$ cat config.mk
export PLATFORM = sky130hd
export DESIGN_NAME = csr_file
export DESIGN_NICKNAME = d
export VERILOG_FILES = /design/src/rtl/csr_pkg.sv /design/src/rtl/csr_counter.sv /design/src/rtl/csr_file.sv
export SDC_FILE = /design/constraint.sdc
export NUM_CORES = 1
export LEC_CHECK = 0
export ABC_AREA = 1
export CAP_MARGIN = 0
export CELL_PAD_IN_SITES_DETAIL_PLACEMENT = 0
export CELL_PAD_IN_SITES_GLOBAL_PLACEMENT = 1
export CORE_MARGIN = 2
export CORE_UTILIZATION = 41
export CTS_CLUSTER_SIZE = 14
export DETAILED_ROUTE_END_ITERATION = 6
export GPL_TIMING_DRIVEN = 0
export PLACE_DENSITY = 0.93
export SLEW_MARGIN = 40
export SYNTH_ARGS = -nofsm -noshare
export SYNTH_HDL_FRONTEND = slang
export SYNTH_SLANG_ARGS = --single-unit
$ cat constraint.sdc
create_clock -name clk -period 20 [get_ports clk]
set_input_delay 4 -clock clk [delete_from_list [all_inputs] [get_ports clk]]
set_output_delay 4 -clock clk [all_outputs]
set_load 0.01 [all_outputs]
$ cat src/rtl/csr_pkg.sv
// Shared constants and types for the machine-mode CSR file.
package csr_pkg;

    // CSR addresses
    localparam logic [11:0] CSR_MSTATUS = 12'h300;
    localparam logic [11:0] CSR_MIE     = 12'h304;
    localparam logic [11:0] CSR_MTVEC   = 12'h305;
    localparam logic [11:0] CSR_MEPC    = 12'h341;
    localparam logic [11:0] CSR_MCAUSE  = 12'h342;
    localparam logic [11:0] CSR_MIP     = 12'h344;
    localparam logic [11:0] CSR_MCYCLE  = 12'hB00;
    localparam logic [11:0] CSR_MCYCLEH = 12'hB80;

    // Interrupt cause codes
    localparam logic [3:0] CAUSE_M_EXT_IRQ   = 4'd11;
    localparam logic [3:0] CAUSE_M_TIMER_IRQ = 4'd7;

    // Bit positions inside mstatus / mie / mip
    localparam int unsigned MSTATUS_MIE_BIT  = 3;
    localparam int unsigned MSTATUS_MPIE_BIT = 7;
    localparam int unsigned MIX_MTI_BIT      = 7;
    localparam int unsigned MIX_MEI_BIT      = 11;

    // CSR access operation
    typedef enum logic [1:0] {
        CSR_OP_NONE = 2'b00,
        CSR_OP_RW   = 2'b01,
        CSR_OP_RS   = 2'b10,
        CSR_OP_RC   = 2'b11
    } csr_op_e;

endpackage

$ cat src/rtl/csr_counter.sv
// 64-bit free-running cycle counter with independent half loads.
module csr_counter (
    input  logic        clk,
    input  logic        rst,
    input  logic        en,
    input  logic        load_lo,
    input  logic        load_hi,
    input  logic [31:0] load_data,
    output logic [63:0] count
);

    // Increment every cycle; a loaded half replaces its increment for that edge.
    always_ff @(posedge clk or posedge rst) begin
        if (rst) begin
            count <= '0;
        end else if (en) begin
            if (load_lo) begin
                count[31:0] <= load_data;
            end else if (load_hi) begin
                count[63:32] <= load_data;
                count[31:0]  <= count[31:0] + 32'd1;
            end else begin
                count <= count + 64'd1;
            end
        end
    end

endmodule

$ cat src/rtl/csr_file.sv
// Machine-mode CSR file: CSR access, trap entry, MRET return, cycle counter.
// XLEN is assumed to be at least 32.
module csr_file
    import csr_pkg::*;
#(
    parameter int unsigned        XLEN        = 32,
    parameter logic [XLEN-1:0]    RESET_MTVEC = '0,
    parameter int                 HAS_MCYCLE  = 1
) (
    input  logic            clk,
    input  logic            rst,
    input  logic [11:0]     csr_addr,
    input  logic [1:0]      csr_op,
    input  logic [XLEN-1:0] csr_wdata,
    input  logic            csr_rd,
    input  logic            csr_wr,
    output logic [XLEN-1:0] rdata,
    output logic            illegal,
    input  logic [XLEN-1:0] pc,
    input  logic            exc,
    input  logic [3:0]      exc_cause,
    input  logic            ext_irq,
    input  logic            timer_irq,
    input  logic            is_mret,
    output logic            trap_taken,
    output logic [XLEN-1:0] trap_vector,
    output logic            epc_taken,
    output logic [XLEN-1:0] epc
);

    localparam logic [XLEN-1:0] ALIGN4_MASK = ~(XLEN'(3));
    localparam logic [XLEN-1:0] MTVEC_MASK  = ~(XLEN'(2));

    csr_op_e         op;
    logic            mstatus_mie, mstatus_mpie;
    logic            mie_mtie, mie_meie;
    logic            mip_mtip, mip_meip;
    logic [XLEN-1:0] mtvec, mepc, mcause;
    logic [63:0]     cycle;
    logic [XLEN-1:0] csr_old, csr_new;
    logic            addr_known, wr_fire;
    logic            irq_ext, irq_tmr, irq_pend;
    logic [3:0]      trap_cause;
    logic [XLEN-1:0] mtvec_base;

    assign op = csr_op_e'(csr_op);

    // Current value of the addressed CSR and whether the address exists.
    always_comb begin
        csr_old    = '0;
        addr_known = 1'b1;
        case (csr_addr)
            CSR_MSTATUS: begin
                csr_old[MSTATUS_MIE_BIT]  = mstatus_mie;
                csr_old[MSTATUS_MPIE_BIT] = mstatus_mpie;
            end
            CSR_MIE: begin
                csr_old[MIX_MTI_BIT] = mie_mtie;
                csr_old[MIX_MEI_BIT] = mie_meie;
            end
            CSR_MIP: begin
                csr_old[MIX_MTI_BIT] = mip_mtip;
                csr_old[MIX_MEI_BIT] = mip_meip;
            end
            CSR_MTVEC:   csr_old = mtvec;
            CSR_MEPC:    csr_old = mepc;
            CSR_MCAUSE:  csr_old = mcause;
            CSR_MCYCLE:  csr_old = XLEN'(cycle[31:0]);
            CSR_MCYCLEH: csr_old = XLEN'(cycle[63:32]);
            default:     addr_known = 1'b0;
        endcase
    end

    // Read-modify-write value for the selected operation.
    always_comb begin
        csr_new = csr_old;
        case (op)
            CSR_OP_RW: csr_new = csr_wdata;
            CSR_OP_RS: csr_new = csr_old | csr_wdata;
            CSR_OP_RC: csr_new = csr_old & ~csr_wdata;
            default:   csr_new = csr_old;
        endcase
    end

    // Interrupt arbitration and trap target selection.
    always_comb begin
        irq_ext    = mie_meie & mip_meip;
        irq_tmr    = mie_mtie & mip_mtip;
        irq_pend   = mstatus_mie & (irq_ext | irq_tmr);
        trap_taken = !rst && (exc || irq_pend);
        if (exc)          trap_cause = exc_cause;
        else if (irq_ext) trap_cause = CAUSE_M_EXT_IRQ;
        else              trap_cause = CAUSE_M_TIMER_IRQ;
        mtvec_base = mtvec & ALIGN4_MASK;
        if (rst)
            trap_vector = RESET_MTVEC;
        else if (mtvec[0] && !exc)
            trap_vector = mtvec_base + {{(XLEN-6){1'b0}}, trap_cause, 2'b00};
        else
            trap_vector = mtvec_base;
    end

    assign wr_fire   = csr_wr && (op != CSR_OP_NONE) && addr_known &&
                       (csr_addr != CSR_MIP) && !trap_taken;
    assign illegal   = !rst && (((csr_rd || csr_wr) && !addr_known) ||
                                (csr_wr && csr_addr == CSR_MIP));
    assign rdata     = (!rst && csr_rd && addr_known) ? csr_old : '0;
    assign epc_taken = is_mret;
    assign epc       = mepc;

    // Architectural CSR state: trap beats MRET beats a CSR write to mstatus.
    always_ff @(posedge clk or posedge rst) begin
        if (rst) begin
            mstatus_mie  <= 1'b0;
            mstatus_mpie <= 1'b0;
            mie_mtie     <= 1'b0;
            mie_meie     <= 1'b0;
            mip_mtip     <= 1'b0;
            mip_meip     <= 1'b0;
            mtvec        <= RESET_MTVEC & MTVEC_MASK;
            mepc         <= '0;
            mcause       <= '0;
        end else begin
            mip_meip <= ext_irq;
            mip_mtip <= timer_irq;
            if (trap_taken) begin
                mepc         <= pc & ALIGN4_MASK;
                mcause       <= {!exc, {(XLEN-5){1'b0}}, trap_cause};
                mstatus_mpie <= mstatus_mie;
                mstatus_mie  <= 1'b0;
            end else begin
                if (is_mret) begin
                    mstatus_mie  <= mstatus_mpie;
                    mstatus_mpie <= 1'b1;
                end
                if (wr_fire) begin
                    case (csr_addr)
                        CSR_MSTATUS: if (!is_mret) begin
                            mstatus_mie  <= csr_new[MSTATUS_MIE_BIT];
                            mstatus_mpie <= csr_new[MSTATUS_MPIE_BIT];
                        end
                        CSR_MIE: begin
                            mie_mtie <= csr_new[MIX_MTI_BIT];
                            mie_meie <= csr_new[MIX_MEI_BIT];
                        end
                        CSR_MTVEC:  mtvec  <= csr_new & MTVEC_MASK;
                        CSR_MEPC:   mepc   <= csr_new & ALIGN4_MASK;
                        CSR_MCAUSE: mcause <= csr_new;
                        default: ;
                    endcase
                end
            end
        end
    end

    csr_counter u_counter (
        .clk       (clk),
        .rst       (rst),
        .en        (HAS_MCYCLE != 0),
        .load_lo   (wr_fire && csr_addr == CSR_MCYCLE  && HAS_MCYCLE != 0),
        .load_hi   (wr_fire && csr_addr == CSR_MCYCLEH && HAS_MCYCLE != 0),
        .load_data (csr_new[31:0]),
        .count     (cycle)
    );

endmodule

* Word-level counts from Yosys, hierarchy flattened
Cells that the tools add are included.
** Storage, ports and cells
- Bits in registers :: 165
- Input port bits :: 90
- Output and inout port bits :: 99
- Word-level logic and storage cells :: 95
** Operators by class
- Add/subtract/negate cells :: 3
- Equal/unequal tests :: 12
- Muxes and demuxes :: 32
- Bitwise operators :: 8
- Reduce and logical (&&, ||, !) cells :: 29
** Operators by type and width (number)
- 32-bit 2-to-1 mux :: 10
- 20-bit case mux with 5 select lines :: 1
- 32-bit case mux with 3 select lines :: 1
- 12-bit by 10-bit == test with 1-bit output, second input constant :: 6
- 64-bit by 1-bit adder with 64-bit output, second input constant :: 1
- 64-bit 2-to-1 mux :: 1
- 3-bit case mux with 5 select lines :: 3
- 32-bit by 1-bit adder with 32-bit output, second input constant :: 1
- 32-bit by 6-bit adder with 32-bit output :: 1
- 32-bit bitwise AND :: 1
- 32-bit inverter :: 1
- 32-bit OR :: 1
- 12-bit == test, second input constant :: 2
- 1-bit logical AND :: 13
- 12-bit by 10-bit != test with 1-bit output, second input constant :: 1
- 1-bit 2-to-1 mux :: 11
- 4-bit 2-to-1 mux :: 2
- 1-bit case mux with 8 select lines :: 1
- 2-bit nonzero test :: 4
- 8-bit OR reduction :: 1
- 1-bit case mux with 7 select lines :: 1
- 1-bit case mux with 6 select lines :: 1
- 3-bit AND reduction :: 2
- 2-bit == test, second input constant :: 2
- 7 further kinds :: 15

* Depth between registers and ports, before layout
- Depth after elaboration :: 10
- Gate-level depth with buffers :: 16

* By module
Synthesis repeated with hierarchy kept, for this count alone.
** Unflattened totals
- Cell total of the unflattened synthesis :: 2183
- Area total of the unflattened synthesis :: 13048.8 µm²
** By module, submodules not included
- csr_file :: instances 1, cells an instance 1293, area an instance 7739.9 µm²
- csr_counter :: instances 1, cells an instance 890, area an instance 5308.8 µm²

* Worst setup path after synthesis
OpenSTA, ideal clock, no wires.
- Kind :: input -> output
- Start :: input rst
- End :: output trap_vector[12]
- Arrival time :: 9.926 ns
- Setup slack :: 6.074 ns
- Stages :: 4
- Path buffers :: 1
- Cells stage by stage :: inv_1 -> clkbuf_1 -> o21ai_0 -> a21oi_1
** On the way
- Word-level cells in the longest chain between the ends :: 1
** Ends and longest elaborated chain
- start, declared :: line csr_file.sv:11 : input logic rst,
- 32-bit 2-to-1 mux :: line csr_file.sv:95 : if (rst)
- end, declared :: line csr_file.sv:26 : output logic [XLEN-1:0] trap_vector,
Every way passes these cells.

* Worst setup path after layout
- Start :: input exc
- End :: output trap_vector[30]
** On the way
- Word-level cells in the longest chain between the ends :: 4
- Elaborated cells between the ends (all ways) :: 6
- Classes of those cells :: add/sub (1); mux (3); reduce/logical (2)
** Ends and longest elaborated chain
- start, declared :: line csr_file.sv:20 : input logic exc,
- 4-bit 2-to-1 mux or 1-bit zero test (tied branches) :: line csr_file.sv:91, csr_file.sv:97
- 32-bit by 6-bit adder with 32-bit output or 1-bit logical AND (tied branches) :: line csr_file.sv:98, csr_file.sv:97
- 32-bit 2-to-1 mux (*) :: line csr_file.sv:97 : else if (mtvec[0] && !exc)
- 32-bit 2-to-1 mux (*) :: line csr_file.sv:95
Mark *: on every way between the ends. The rest lies on a longest branch, timed or not.

==> flow_summary.yaml <==
status:
  status: "complete, no violations"
yosys:
  postSynthAreaPerCell_um2: 6.14
  yosys-top-cells-area: "dfrtp_1, nand2_1, nand3_1"
  synth_area_mm2: 0.0123
  yosysMostFrequentCell: "nand2_1"
  synth_cell_types: 42
  synth_commonest_cells: "nand2_1, nor2_1, nand3_1"
  seq_area_frac_synth: 0.332
  synth_top_cell_by_area: "dfrtp_1"
  async_flop_share: 1.00
  synth-seq-cells: 163
  yosys_warnings: 0
  netlist.area_leader.share: 0.332
  synth-main-ff-cell: "dfrtp_1"
  synth-edff-count: 0
  synthCells: 1998
pwr:
  power_per_cell_area_mw_per_mm2: 56.3
  intPower_uw: 607
  p_leak_uw: 0.00724
  vdd_drop_max_mv: 0.0436
  pwr-share-comb: 0.146
  clkPwrFrac: 0.442
  seqPwrFrac: 0.412
  switchingPower_uw: 255
  swShare: 0.296
sta:
  worst_pin_slew_ns: 0.931
  rsz0062_at_grt: "no"
  min_period_over_period: 0.588
  setup_ws_ns: 8.24
  period_needed_ns: 11.76
  slew_viol_final: 0
  hold_viol_final: 0
  finalSetupViolCount: 0
  setup_tns_ns: 0
  timing.fmax_mhz: 85.0
  fin_worst_skew_ns: 0.0137
  slew_headroom: 0.373
job:
  max-cap-violations: 0
placement:
  gp_congestion: 0.999
  dpl_worst_slack_ns: 8.21
  place_inst: 2577
  dpl_cell_area_mm2: 0.0147
  dpl.hpwl_mm: 47.3
  port_buffers: 182
layout:
  fin_nets: 2302
  drive_gt1_frac: 0.0469
  finalNonFillerCells: 2609
  diodes: 0
  num-fill-cells: 3089
  regArea_mm2: 0.00408
  syn_to_final_growth_pct: 24.9
  multi_input_area_mm2: 0.00718
  final_area_mm2: 0.0153
floorplanning:
  die_h_um: 177
  io_pins: 189
  die_w_um: 177
  floorplan.initialDensity: 0.415
  rows: 63
  core-area_mm2: 0.0296
  die_area_mm2: 0.0313
clock_network:
  htree_levels: 4
  clock_latency_ns: 0.46
  cts-root-buf: "clkbuf_16"
  path_clk_slew_ns: 0.07
  cts_resized: 0
  cts_setup_buffers: 0
  cts_made_buffers: 17
  cts_sinks: 163
  cts_tree: "yes"
  clk_path_buf_depth: 2
  postCtsHoldBufs: 0
global_routing:
  grtUsageMet1: 0.497
  gr-total-overflow: 0
  track_usage: 0.375
  busiest_layer: "met2"
  grt_pass1_wl_mm: 85.7
  grt_max_degree: 40
  antenna_found_initial: 0
  globalRouteMet2Util: 0.602
  gr-usage-met3: 0.0625
  grt_pass1_vias: 13730
critical_path:
  critPathKind: "input port to primary output"
  cp-end-kind: "primary output"
  critPathLaunchType: "input port"
  crit_arrival_ns: 7.76
  cp_max_fo: 5
  worstPathRequired_ns: 16.00
routing:
  drc: 0
  wl_per_cell_um: 22.6
  vias_per_cell: 5.66
  ant_nets: 0
  wl_mm: 58.9
  drtIter0Drc: 1695
  vias: 14773
  dr.pass1.iters: 7
hold_path:
  hold_class: "register to register"
area by class of cell:
type,count,area share
Multi-Input combinational cell,1585,0.469
Sequential cell,163,0.266
Timing Repair Buffer,186,0.124
Inverter,167,0.0409
Tap cell,390,0.0318
Clock buffer,17,0.0278
Buffer,86,0.0265
Clock inverter,15,0.0141
final timing paths:
| check | from | end | slack, ns | cells past startpoint |
|---|---|---|---|---|
| worst max-delay path | exc | trap_vector[30] | 8.24 | 16 |
| worst min-delay path | mcause[8] | mcause[8] | 0.49 | 2 |
| worst max register to register | mie_meie | epc[11] | 17.47 | 11 |
| worst min register to register | mcause[8] | mcause[8] | 0.49 | 2 |
| max in group asynchronous | rst | u_counter.count[4] | 14.71 | 5 |
| min in group asynchronous | rst | mtvec[14] | 4.41 | 3 |
metrics by stage:
| step | hold slack [ns] | utilization | power [uW] |
|---|---|---|---|
| after detailed placement | 0.467 | 0.497 | 485 |
| after global routing | 0.502 | 0.518 | 882 |
| after floorplan | 0.449 | - | 411 |
| after global placement | 0.462 | 0.494 | 482 |
| final | 0.486 | 0.518 | 862 |
| after CTS | 0.485 | 0.518 | 859 |
power by group through the flow:
| stage | sequential (uW) | clock, uW | combinational, uW |
|---|---|---|---|
| floorplan | 362 | 0 | 49.7 |
| global placement | 361 | 0 | 121 |
| detailed placement | 361 | 0 | 124 |
| CTS | 355 | 380 | 124 |
| global route | 356 | 391 | 135 |
| finish | 355 | 381 | 126 |
metal layers:
| metal | wire length, um | share of wire |
|---|---|---|
| met1 | 24300 | 0.41 |
| met5 | 0 | 0 |
| met4 | 2580 | 0.044 |
| met2 | 27000 | 0.46 |
| met3 | 5030 | 0.085 |
sequential cells by signal (all words and copies together) (netlist names), 30 cells and up:
name and flops:
u_counter.count 64, mcause 32, mtvec 31, epc 30
placed cells by master (no fill, tap or decap), drive strengths merged, types with 2 or more instances in the layout:
cell type        n
inv            175
xor2            55
nor3            40
bufinv           4
a21oi           82
o21ai          187
a31oi            3
o2111a           2
nand3          244
nor3b            2
nand2          618
dfrtp          163
ha               5
conb             4
nor4             4
clkbuf          56
clkinv           2
a21boi           3
clkdlybuf4s50  182
nand4            6
buf             51
or2              5
nand3b           2
xnor2            6
nor2           308
worst max-delay path, stage by stage:
cell,delay [ns]
clkdlybuf4s50_1,0.47
inv_1,0.25
or2_2,0.20
ha_1,0.17
inv_1,0.07
fa_1,0.41
inv_1,0.08
nand3_1,0.09
a21oi_1,0.28
nand3_1,0.18
nor3_1,0.44
nand2_1,0.16
nor2_1,0.16
nor2_1,0.06
nor3b_1,0.17
clkdlybuf4s50_1,0.57
logic make-up (layout without fill, tap and decap cells):
logic type / after synthesis / after routing / synth area share
AO/OA/AOI/OAI: 283 / 283 / 0.119
XOR/XNOR: 61 / 61 / 0.0435
adder cells (fa/ha/maj): 6 / 6 / 0.00673
buffers and inverters: 253 / 471 / 0.0839
flip-flops: 163 / 163 / 0.332
multiplexers: 1 / 1 / 0.000816
other: 1 / 4 / 0.000306
AND/OR/NAND/NOR: 1230 / 1230 / 0.414
(Power assumes the default switching activity.)
